## src/rtl/alu_pkg.sv

```systemverilog
// Shared opcode encodings and default datapath width for the alu32 execute stage.
package alu_pkg;

  localparam int WIDTH_DEFAULT = 32;

  localparam logic [3:0] OP_ZERO  = 4'b0000;
  localparam logic [3:0] OP_XOR   = 4'b0001;
  localparam logic [3:0] OP_NAND  = 4'b0010;
  localparam logic [3:0] OP_NOR   = 4'b0011;
  localparam logic [3:0] OP_NOT   = 4'b0100;
  localparam logic [3:0] OP_XNOR  = 4'b0101;
  localparam logic [3:0] OP_OR    = 4'b0110;
  localparam logic [3:0] OP_AND   = 4'b0111;
  localparam logic [3:0] OP_SLL   = 4'b1000;
  localparam logic [3:0] OP_SRL   = 4'b1001;
  localparam logic [3:0] OP_SRA   = 4'b1010;
  localparam logic [3:0] OP_SLT   = 4'b1011;
  localparam logic [3:0] OP_SLTU  = 4'b1100;
  localparam logic [3:0] OP_PASSB = 4'b1101;
  localparam logic [3:0] OP_SUB   = 4'b1110;
  localparam logic [3:0] OP_ADD   = 4'b1111;

endpackage

```

## src/rtl/alu_addsub32.sv

```systemverilog
// Combinational adder/subtractor shared by ADD, SUB, SLT and SLTU.
module alu_addsub32
  import alu_pkg::*;
#(
  parameter int WIDTH = WIDTH_DEFAULT
) (
  input  logic [WIDTH-1:0] a_i,
  input  logic [WIDTH-1:0] b_i,
  input  logic             sub_i,
  output logic [WIDTH-1:0] sum_o,
  output logic             cout_o,
  output logic             overflow_o
);

  logic [WIDTH-1:0] b_eff;
  logic [WIDTH:0]   wide_sum;

  // Subtraction is a + ~b + 1; cout therefore reads 1 when no borrow occurs.
  assign b_eff    = sub_i ? ~b_i : b_i;
  assign wide_sum = {1'b0, a_i} + {1'b0, b_eff} + {{WIDTH{1'b0}}, sub_i};

  assign sum_o      = wide_sum[WIDTH-1:0];
  assign cout_o     = wide_sum[WIDTH];
  assign overflow_o = (a_i[WIDTH-1] == b_eff[WIDTH-1]) && (sum_o[WIDTH-1] != a_i[WIDTH-1]);

endmodule

```

## src/rtl/alu32.sv

```systemverilog
// Registered 32-bit ALU: opcode mux plus result/flag registers.
// Define ALU_SHIFT_EN to build the SLL/SRL/SRA barrel shifter; otherwise those opcodes yield zero.
module alu32
  import alu_pkg::*;
#(
  parameter int WIDTH = WIDTH_DEFAULT
) (
  input  logic             clk,
  input  logic             rst,
  input  logic [WIDTH-1:0] a,
  input  logic [WIDTH-1:0] b,
  input  logic [3:0]       opcode,
  input  logic             status,
  output logic [WIDTH-1:0] out,
  output logic             cout,
  output logic             overflow
);

  logic [WIDTH-1:0] sum;
  logic             as_cout;
  logic             as_overflow;
  logic             sub;

  logic [WIDTH-1:0] out_d,      out_q;
  logic             cout_d,     cout_q;
  logic             overflow_d, overflow_q;

  assign sub = (opcode != OP_ADD);

  alu_addsub32 #(.WIDTH(WIDTH)) u_addsub (
    .a_i        (a),
    .b_i        (b),
    .sub_i      (sub),
    .sum_o      (sum),
    .cout_o     (as_cout),
    .overflow_o (as_overflow)
  );

  always_comb begin
    // NOTE: defaults first so every path assigns every output and no latch is inferred.
    out_d      = '0;
    cout_d     = 1'b0;
    overflow_d = 1'b0;
    unique case (opcode)
      OP_XOR:   out_d = a ^ b;
      OP_NAND:  out_d = ~(a & b);
      OP_NOR:   out_d = ~(a | b);
      OP_NOT:   out_d = ~a;
      OP_XNOR:  out_d = ~(a ^ b);
      OP_OR:    out_d = a | b;
      OP_AND:   out_d = a & b;
`ifdef ALU_SHIFT_EN
      OP_SLL:   out_d = a << b[4:0];
      OP_SRL:   out_d = a >> b[4:0];
      OP_SRA:   out_d = WIDTH'($signed(a) >>> b[4:0]);
`endif
      // Signed less-than is the sign of a-b corrected by overflow; unsigned is the borrow.
      OP_SLT:   out_d = {{(WIDTH-1){1'b0}}, sum[WIDTH-1] ^ as_overflow};
      OP_SLTU:  out_d = {{(WIDTH-1){1'b0}}, ~as_cout};
      OP_PASSB: out_d = b;
      OP_SUB, OP_ADD: begin
        out_d      = sum;
        cout_d     = as_cout;
        overflow_d = as_overflow;
      end
      default: ;
    endcase
  end

  // NOTE: sequential state uses non-blocking assignments so all registers update together.
  always_ff @(posedge clk or posedge rst) begin
    if (rst) begin
      out_q      <= '0;
      cout_q     <= 1'b0;
      overflow_q <= 1'b0;
    end else if (status) begin
      out_q      <= out_d;
      cout_q     <= cout_d;
      overflow_q <= overflow_d;
    end
  end

  assign out      = out_q;
  assign cout     = cout_q;
  assign overflow = overflow_q;

endmodule

```

## config.mk

```make
export PLATFORM = sky130hd
export DESIGN_NAME = alu32
export DESIGN_NICKNAME = d
export VERILOG_FILES = /design/src/rtl/alu_pkg.sv /design/src/rtl/alu_addsub32.sv /design/src/rtl/alu32.sv
export SDC_FILE = /design/constraint.sdc
export NUM_CORES = 1
export LEC_CHECK = 0
export ABC_CLOCK_PERIOD_IN_PS = 2400
export BUFFER_PORTS_ARGS = -buffer_cell sky130_fd_sc_hd__buf_2
export CAP_MARGIN = 20
export CORE_AREA = 4 4 134 136
export CTS_BUF_LIST = sky130_fd_sc_hd__clkbuf_4
export DETAILED_ROUTE_END_ITERATION = 8
export DIE_AREA = 0 0 138 140
export SKIP_LAST_GASP = 1
export SLEW_MARGIN = 20
export SYNTH_ARGS = -nofsm -noshare
export SYNTH_HDL_FRONTEND = slang
export SYNTH_SLANG_ARGS = --single-unit
```

## constraint.sdc

```tcl
create_clock -name clk -period 2.4 [get_ports clk]
set_clock_uncertainty 0.1 [all_clocks]
set_input_delay 0.36 -clock clk [delete_from_list [all_inputs] [get_ports clk]]
set_output_delay 0.36 -clock clk [all_outputs]
set_load 0.005 [all_outputs]
```

==> reports/summary.txt, run 1 <==
PwrDens - 342.2 nW/um^2
# hold bufs at CTS - 0
Min Tclk post-route - 2921 ps
Utilization after layout - 0.5522
Routability Congestion - 0.9200
Initial Util - 0.3733
Most frequent cells in the layout - buf_4 (210), buf_2 (100), ha_1 (91)
Largest net degree at the start of global routing - 65
Crit path kind - primary input to register
Std-Cell Core Area - 16940 um^2
Vias in the first global route - 6901
EDFF count, synth - 0
Remaining antenna violation count - 0
Fin crit share - 1.217
Count of different cell masters after synthesis - 67
Slew @ Worst Pin - 881.6 ps
Hold violation count in the final report - 9
Reg2reg setup slack - 1360 ps
Fmax - 342.3 MHz
Hold Slack - -5.402 ps
Headroom to the max-slew limit - 0.4123
GR Overflow Total - 0
RSZ-0062 raised after global routing - yes
Hold/Removal Path Class - primary input to async pin
Mapped Nets - 1013
Ys async rst share - 1.000
Endpoints failing setup - 29
Die Footprint - 19320 um^2
Global-route wire length before repair - 37670 um
Clock Latency Late Sink - 370 ps
Final Instance Area - 9353 um^2
Initial antenna violation count - 1
CP endpoint kind - register
Post-DP HPWL - 18550 um
Met1 usage - 0.3400
WP data required - 2550 ps
DR pass1 iterations - 5
CTS buffer count - 5
Die width - 138 um
Placed cell area - 8615 um^2
# DRC - 0
Setup_tns - -8894 ps
Run status - finished with violations
Nets - 1304
Max Transition Viols Final - 0
Die Ht - 140 um
Post-synthesis register bit count - 34
Post-Syn Instances - 845
Area growth, synth to finish - 47.93%
Failing checks - negative hold slack, negative setup slack
CTS tree - yes
Slowest cell on crit path - or4_1
Layout cells sized above 1 - 0.3747
Clk sinks - 34
Via/cell ratio - 5.382
I/O pin count - 105
Initial DRC count - 607
Final WS setup - -521.3 ps
CP Max Fanout - 8
Worst path top cell family by delay - compound AO/OA/AOI/OAI gates
Via count - 7336
Non-filler instance count after layout - 1363
Most used DFF post-synth - dfrtp_1
GR peak layer - met2
Met3 global-route usage - 0.01878
WP data arrival - 3080 ps
Post-Synthesis Cell Area - 6322 um^2
Leakage - 4.615 nW
Avg Inst Size Synth - 7.482 um^2
Synth Warn # - 0
Crit-path max cell delay - 400 ps
Met2 Use GR - 0.4003
Crit path launch type - primary input
GR Util All Layers - 0.2399
WP buf/inv - 2
Max-Cap Viols - 0
WL/cell - 18.28 um
Root Driver - clkbuf_4
Port bufs - 104
CP Cell Sequence - buf_4 -> nand4_4 -> buf_12 -> xnor2_1 -> ha_1 -> a21o_1 -> a2111oi_4 -> o21ai_2 -> and3_4 -> or4_1 -> a31o_1 -> xnor2_1 -> o221ai_1
Cell mode on critical path - xnor2_1
Worst-path clk slew - 140 ps
Place WS - -961.7 ps
Register area share after synthesis - 0.1346
Placed Instances - 1339
Clock Path Buffers - 2
CTS H-tree lvls - 2
Max VDD drop - 0.2276 mV
Most common cell after layout, fill and taps aside - buf_4
Routed WL - 24920 um
Placement Rows - 48
==> layout make-up <==
type                    count  area (um^2)
clock buffers               6        45.04
well taps                 225        281.5
multi-input cells         687         5515
clock inverters             2        8.758
flip-flops and latches     34        850.8
repair buffers            331         2360
inverters                  77        289.0
diodes                      1        2.502
fillers                  1592         7584
==> timing repair <==
item	4_1_cts	5_1_grt
buffers inserted	1	14
pin swaps	19	46
cloned	0	1
resized for setup	25	86
setup endpoints to repair	28	33
==> cells in the mapped netlist (3+ instances only) <==
cell | number | area share
nand2b_1 | 7 | 0.0069
o22ai_1 | 11 | 0.011
and3_1 | 8 | 0.0079
nand2_1 | 59 | 0.035
o21ai_1 | 4 | 0.0032
a22oi_1 | 33 | 0.039
inv_1 | 77 | 0.046
or2_2 | 3 | 0.0030
xnor2_1 | 52 | 0.072
a211oi_1 | 15 | 0.018
nor2_1 | 79 | 0.047
a221o_1 | 3 | 0.0047
o2bb2ai_1 | 4 | 0.0055
a22o_1 | 10 | 0.014
nand4_1 | 7 | 0.0069
buf_1 | 8 | 0.0047
xor2_1 | 35 | 0.048
o21ai_0 | 57 | 0.045
a21o_1 | 14 | 0.017
ha_1 | 96 | 0.19
nor2b_1 | 12 | 0.012
buf_2 | 8 | 0.0063
a31oi_1 | 5 | 0.0049
a21oi_1 | 73 | 0.058
a221oi_1 | 3 | 0.0042
o221ai_1 | 14 | 0.019
clkbuf_1 | 31 | 0.018
nor3_1 | 4 | 0.0032
and2_1 | 4 | 0.0040
dfrtp_1 | 34 | 0.13
mux2_2 | 8 | 0.014
o21bai_1 | 3 | 0.0036
nand3_1 | 7 | 0.0055
o211ai_1 | 15 | 0.018
==> registers in the layout, indices dropped and copies added, names as in the netlist <==
name and flops:
cout 1, out 32, overflow 1
==> where the power goes <==
group | internal, W | switching (W) | total, W
clock | 0.000122 | 0.000253 | 0.000374
combinational | 0.00105 | 0.00108 | 0.00213
sequential | 0.000649 | 0.0000483 | 0.000697
total | 0.00182 | 0.00138 | 0.00320
==> cell families after synthesis <==
family,count (synthesis),synth area share
AO/OA/AOI/OAI,293,0.3135
XOR/XNOR,87,0.1205
adder cells (fa/ha/maj),97,0.1932
buffers and inverters,124,0.07520
flip-flops,34,0.1346
multiplexers,10,0.01742
AND/OR/NAND/NOR,200,0.1457
==> stage by stage <==
| step | hold slack (ps) | total power [W] |
|---|---|---|
| floorplan | 375.6 | 0.001713 |
| global placement | 365.3 | 0.002532 |
| detailed placement | 376.0 | 0.002550 |
| CTS | 4.712 | 0.002987 |
| global route | 34.78 | 0.003413 |
| finish | -5.402 | 0.003200 |
==> tightest hold or removal path, cell delays in order <==
cell   delay, ps
buf_2         90
inv_1         40
buf_4        440
==> routing by layer <==
metal / vias to the layer above / part of all wire
met1: 3459 / 0.46
met4: 0 / 0.021
li1: 3611 / -
met5: - / 0
met2: 235 / 0.47
met3: 31 / 0.052
==> worst paths after layout <==
check | to | from | depth (start not counted)
min reg2reg | out[9]$_DFFE_PP0P_ | out[9]$_DFFE_PP0P_ | 1
max | out[28]$_DFFE_PP0P_ | opcode[1] | 13
max in group asynchronous | out[0]$_DFFE_PP0P_ | rst | 3
min | out[21]$_DFFE_PP0P_ | rst | 3
min in group clk | overflow$_DFFE_PP0P_ | a[31] | 3
max reg2reg | out[23]$_DFFE_PP0P_ | out[23]$_DFFE_PP0P_ | 2
Note: power is estimated with default switching activity, not from simulation.
==> run 2: changes to the inputs <==
ABC_CLOCK_PERIOD_IN_PS = 3200   (was 2400)
clock period = 3.2 ns   (was 2.4 ns; I/O delays follow)
==> run 2 against run 1 <==
Compared with the run above:
- the run now ends clean
- setup slack improved by 610 ps
- non-clock buffer count fell by 112
- total power shrank 34%
- sequential power down 25%
- via count down 6.1%
- first-iteration DRC count shrank 11%
- global-route usage is 0.29 points lower
- clock-buffer cell count rose by 1
- flip-flop and latch count did not move
- combinational power down 39%
- cell count decreased by 8.3%
==> reports/summary.txt, run 2 (synthesized netlist as in run 1, its figures left out) <==
Run status - finished clean
Headroom to the max-slew limit - 0.3942
NetSw - 0.0009231 W
Slowest cell on crit path - or4_1
Top sig layer - met4
CP endpoint kind - register
Reg2reg start - out[23]$_DFFE_PP0P_
Root Driver - clkbuf_4
Endpoints failing setup - 0
Most common cell after layout, fill and taps aside - buf_4
Crit-path max cell delay - 400 ps
CTS buffer count - 5
Initial Util - 0.3733
Die width - 138 um
Combinational Power Share - 0.615
Sw Ratio - 0.4368
Slew @ Worst Pin - 908.7 ps
Crit path launch type - primary input
CP Cell Sequence - buf_8 -> nand4_4 -> buf_12 -> xnor2_2 -> ha_1 -> a21o_1 -> a2111oi_4 -> o21ai_2 -> and3_4 -> or4_1 -> a31o_1 -> xnor2_1 -> o221ai_1
Worst Reg2Reg Path Length in Cells - 2
Clock Path Buffers - 2
Clock share of power - 0.138
Via/cell ratio - 5.509
GR Overflow Total - 0
Worst-path clk slew - 140 ps
CTS tree - yes
Port bufs - 104
Vias in the first global route - 6739
Layout cells sized above 1 - 0.2578
Clk sinks - 34
Die Ht - 140 um
Largest net degree at the start of global routing - 65
PwrDens - 262.8 nW/um^2
Max VDD drop - 0.1423 mV
Met3 wire length - 1392 um
GR Util All Layers - 0.2370
Routability Congestion - 0.9351
WP data required - 3360 ps
I/O pin count - 105
Fmax - 321.7 MHz
Placed cell area - 7791 um^2
Met2 Wirelength - 10820 um
Min Tclk post-route - 3108 ps
Initial DRC count - 540
Reg power frac - 0.247
Die Footprint - 19320 um^2
Nets - 1192
DR pass1 iterations - 5
Max Transition Viols Final - 0
Hold/Removal Path Class - primary input to async pin
M1 wire length - 10760 um
Reg2reg setup slack - 2170 ps
WP data arrival - 3270 ps
Clock Latency Late Sink - 380 ps
# hold bufs at CTS - 0
Max-Cap Viols - 0
Hold violation count in the final report - 0
Most frequent cells in the layout - buf_4 (111), buf_2 (100), ha_1 (95)
Fin crit share - 0.9714
Setup_tns - 0 ps
Post-DP HPWL - 17950 um
Std-Cell Core Area - 16940 um^2
Reg area - 850.8 um^2
Reg-to-reg endpoint - out[23]$_DFFE_PP0P_
CTS H-tree lvls - 2
Multi-input gate area - 5112 um^2
Routed WL - 23490 um
Initial antenna violation count - 1
Fillers - 1769
Leakage - 3.972 nW
P_int - 0.001190 W
# DRC - 0
Placement Rows - 48
Via count - 6886
Max reg flops - 32
Global-route wire length before repair - 37120 um
WL/cell - 18.79 um
CP Max Fanout - 6
Area growth, synth to finish - 27.21%
Remaining antenna violation count - 0
Final Instance Area - 8043 um^2
Crit path kind - primary input to register
run 2: power groups by stage:
stage,clock (W),sequential [W],combinational (W)
floorplan,0,0.000530,0.000739
global placement,0,0.000531,0.00124
detailed placement,0,0.000530,0.00125
CTS,0.000301,0.000522,0.00125
global route,0.000317,0.000529,0.00143
finish,0.000293,0.000522,0.00130
run 2: critical path: cells and delay by family:
| family | cells | cell delay [ps] |
|---|---|---|
| simple gates | 3 | 820 |
| xor+xnor | 2 | 280 |
| buf+inv | 2 | 310 |
| fa+ha+maj | 1 | 310 |
| compound gates | 5 | 1080 |
run 2: layout make-up:
type	count	share of cell area
Tap cell	225	0.03500
Timing Repair Buffer	219	0.1808
Clock buffer	7	0.006534
Multi-Input combinational cell	687	0.6357
Antenna cell	1	0.0003111
Sequential cell	34	0.1058
Inverter	77	0.03594
run 2: how the worst max path moves through the flow:
stage / from / endpoint / slack [ps] / depth (start not counted)
after global routing: opcode[2] / out[28]$_DFFE_PP0P_ / -30 / 13
after detailed placement: opcode[2] / out[28]$_DFFE_PP0P_ / -390 / 13
after floorplan: opcode[0] / out[28]$_DFFE_PP0P_ / -270 / 13
final: opcode[2] / out[28]$_DFFE_PP0P_ / 90 / 13
after CTS: opcode[2] / out[28]$_DFFE_PP0P_ / 40 / 13
after global placement: opcode[2] / out[28]$_DFFE_PP0P_ / -330 / 13
run 2: what timing repair did:
action,in CTS,in global routing
setup endpoints to repair,0,8
buffers inserted,0,4
gates resized for setup,0,28
run 2: per-stage QoR:
stage / worst slack, ps / hold slack (ps) / std cells / total power (W) / utilization
floorplan: -267.0 / 375.6 / 845 / 0.001269 / -
global placement: -328.3 / 369.1 / 1237 / 0.001770 / 0.4600
detailed placement: -387.8 / 367.9 / 1237 / 0.001777 / 0.4600
CTS: 35.01 / 98.58 / 1244 / 0.002076 / 0.4631
global route: -28.25 / 151.0 / 1250 / 0.002279 / 0.4749
finish: 91.52 / 86.75 / 1250 / 0.002113 / 0.4749
run 2: layer usage:
metal	up-vias	GRT usage
li1	3383	-
met1	3253	0.3233
met2	225	0.3985
met3	25	0.03004
met4	0	0.05980
met5	-	0
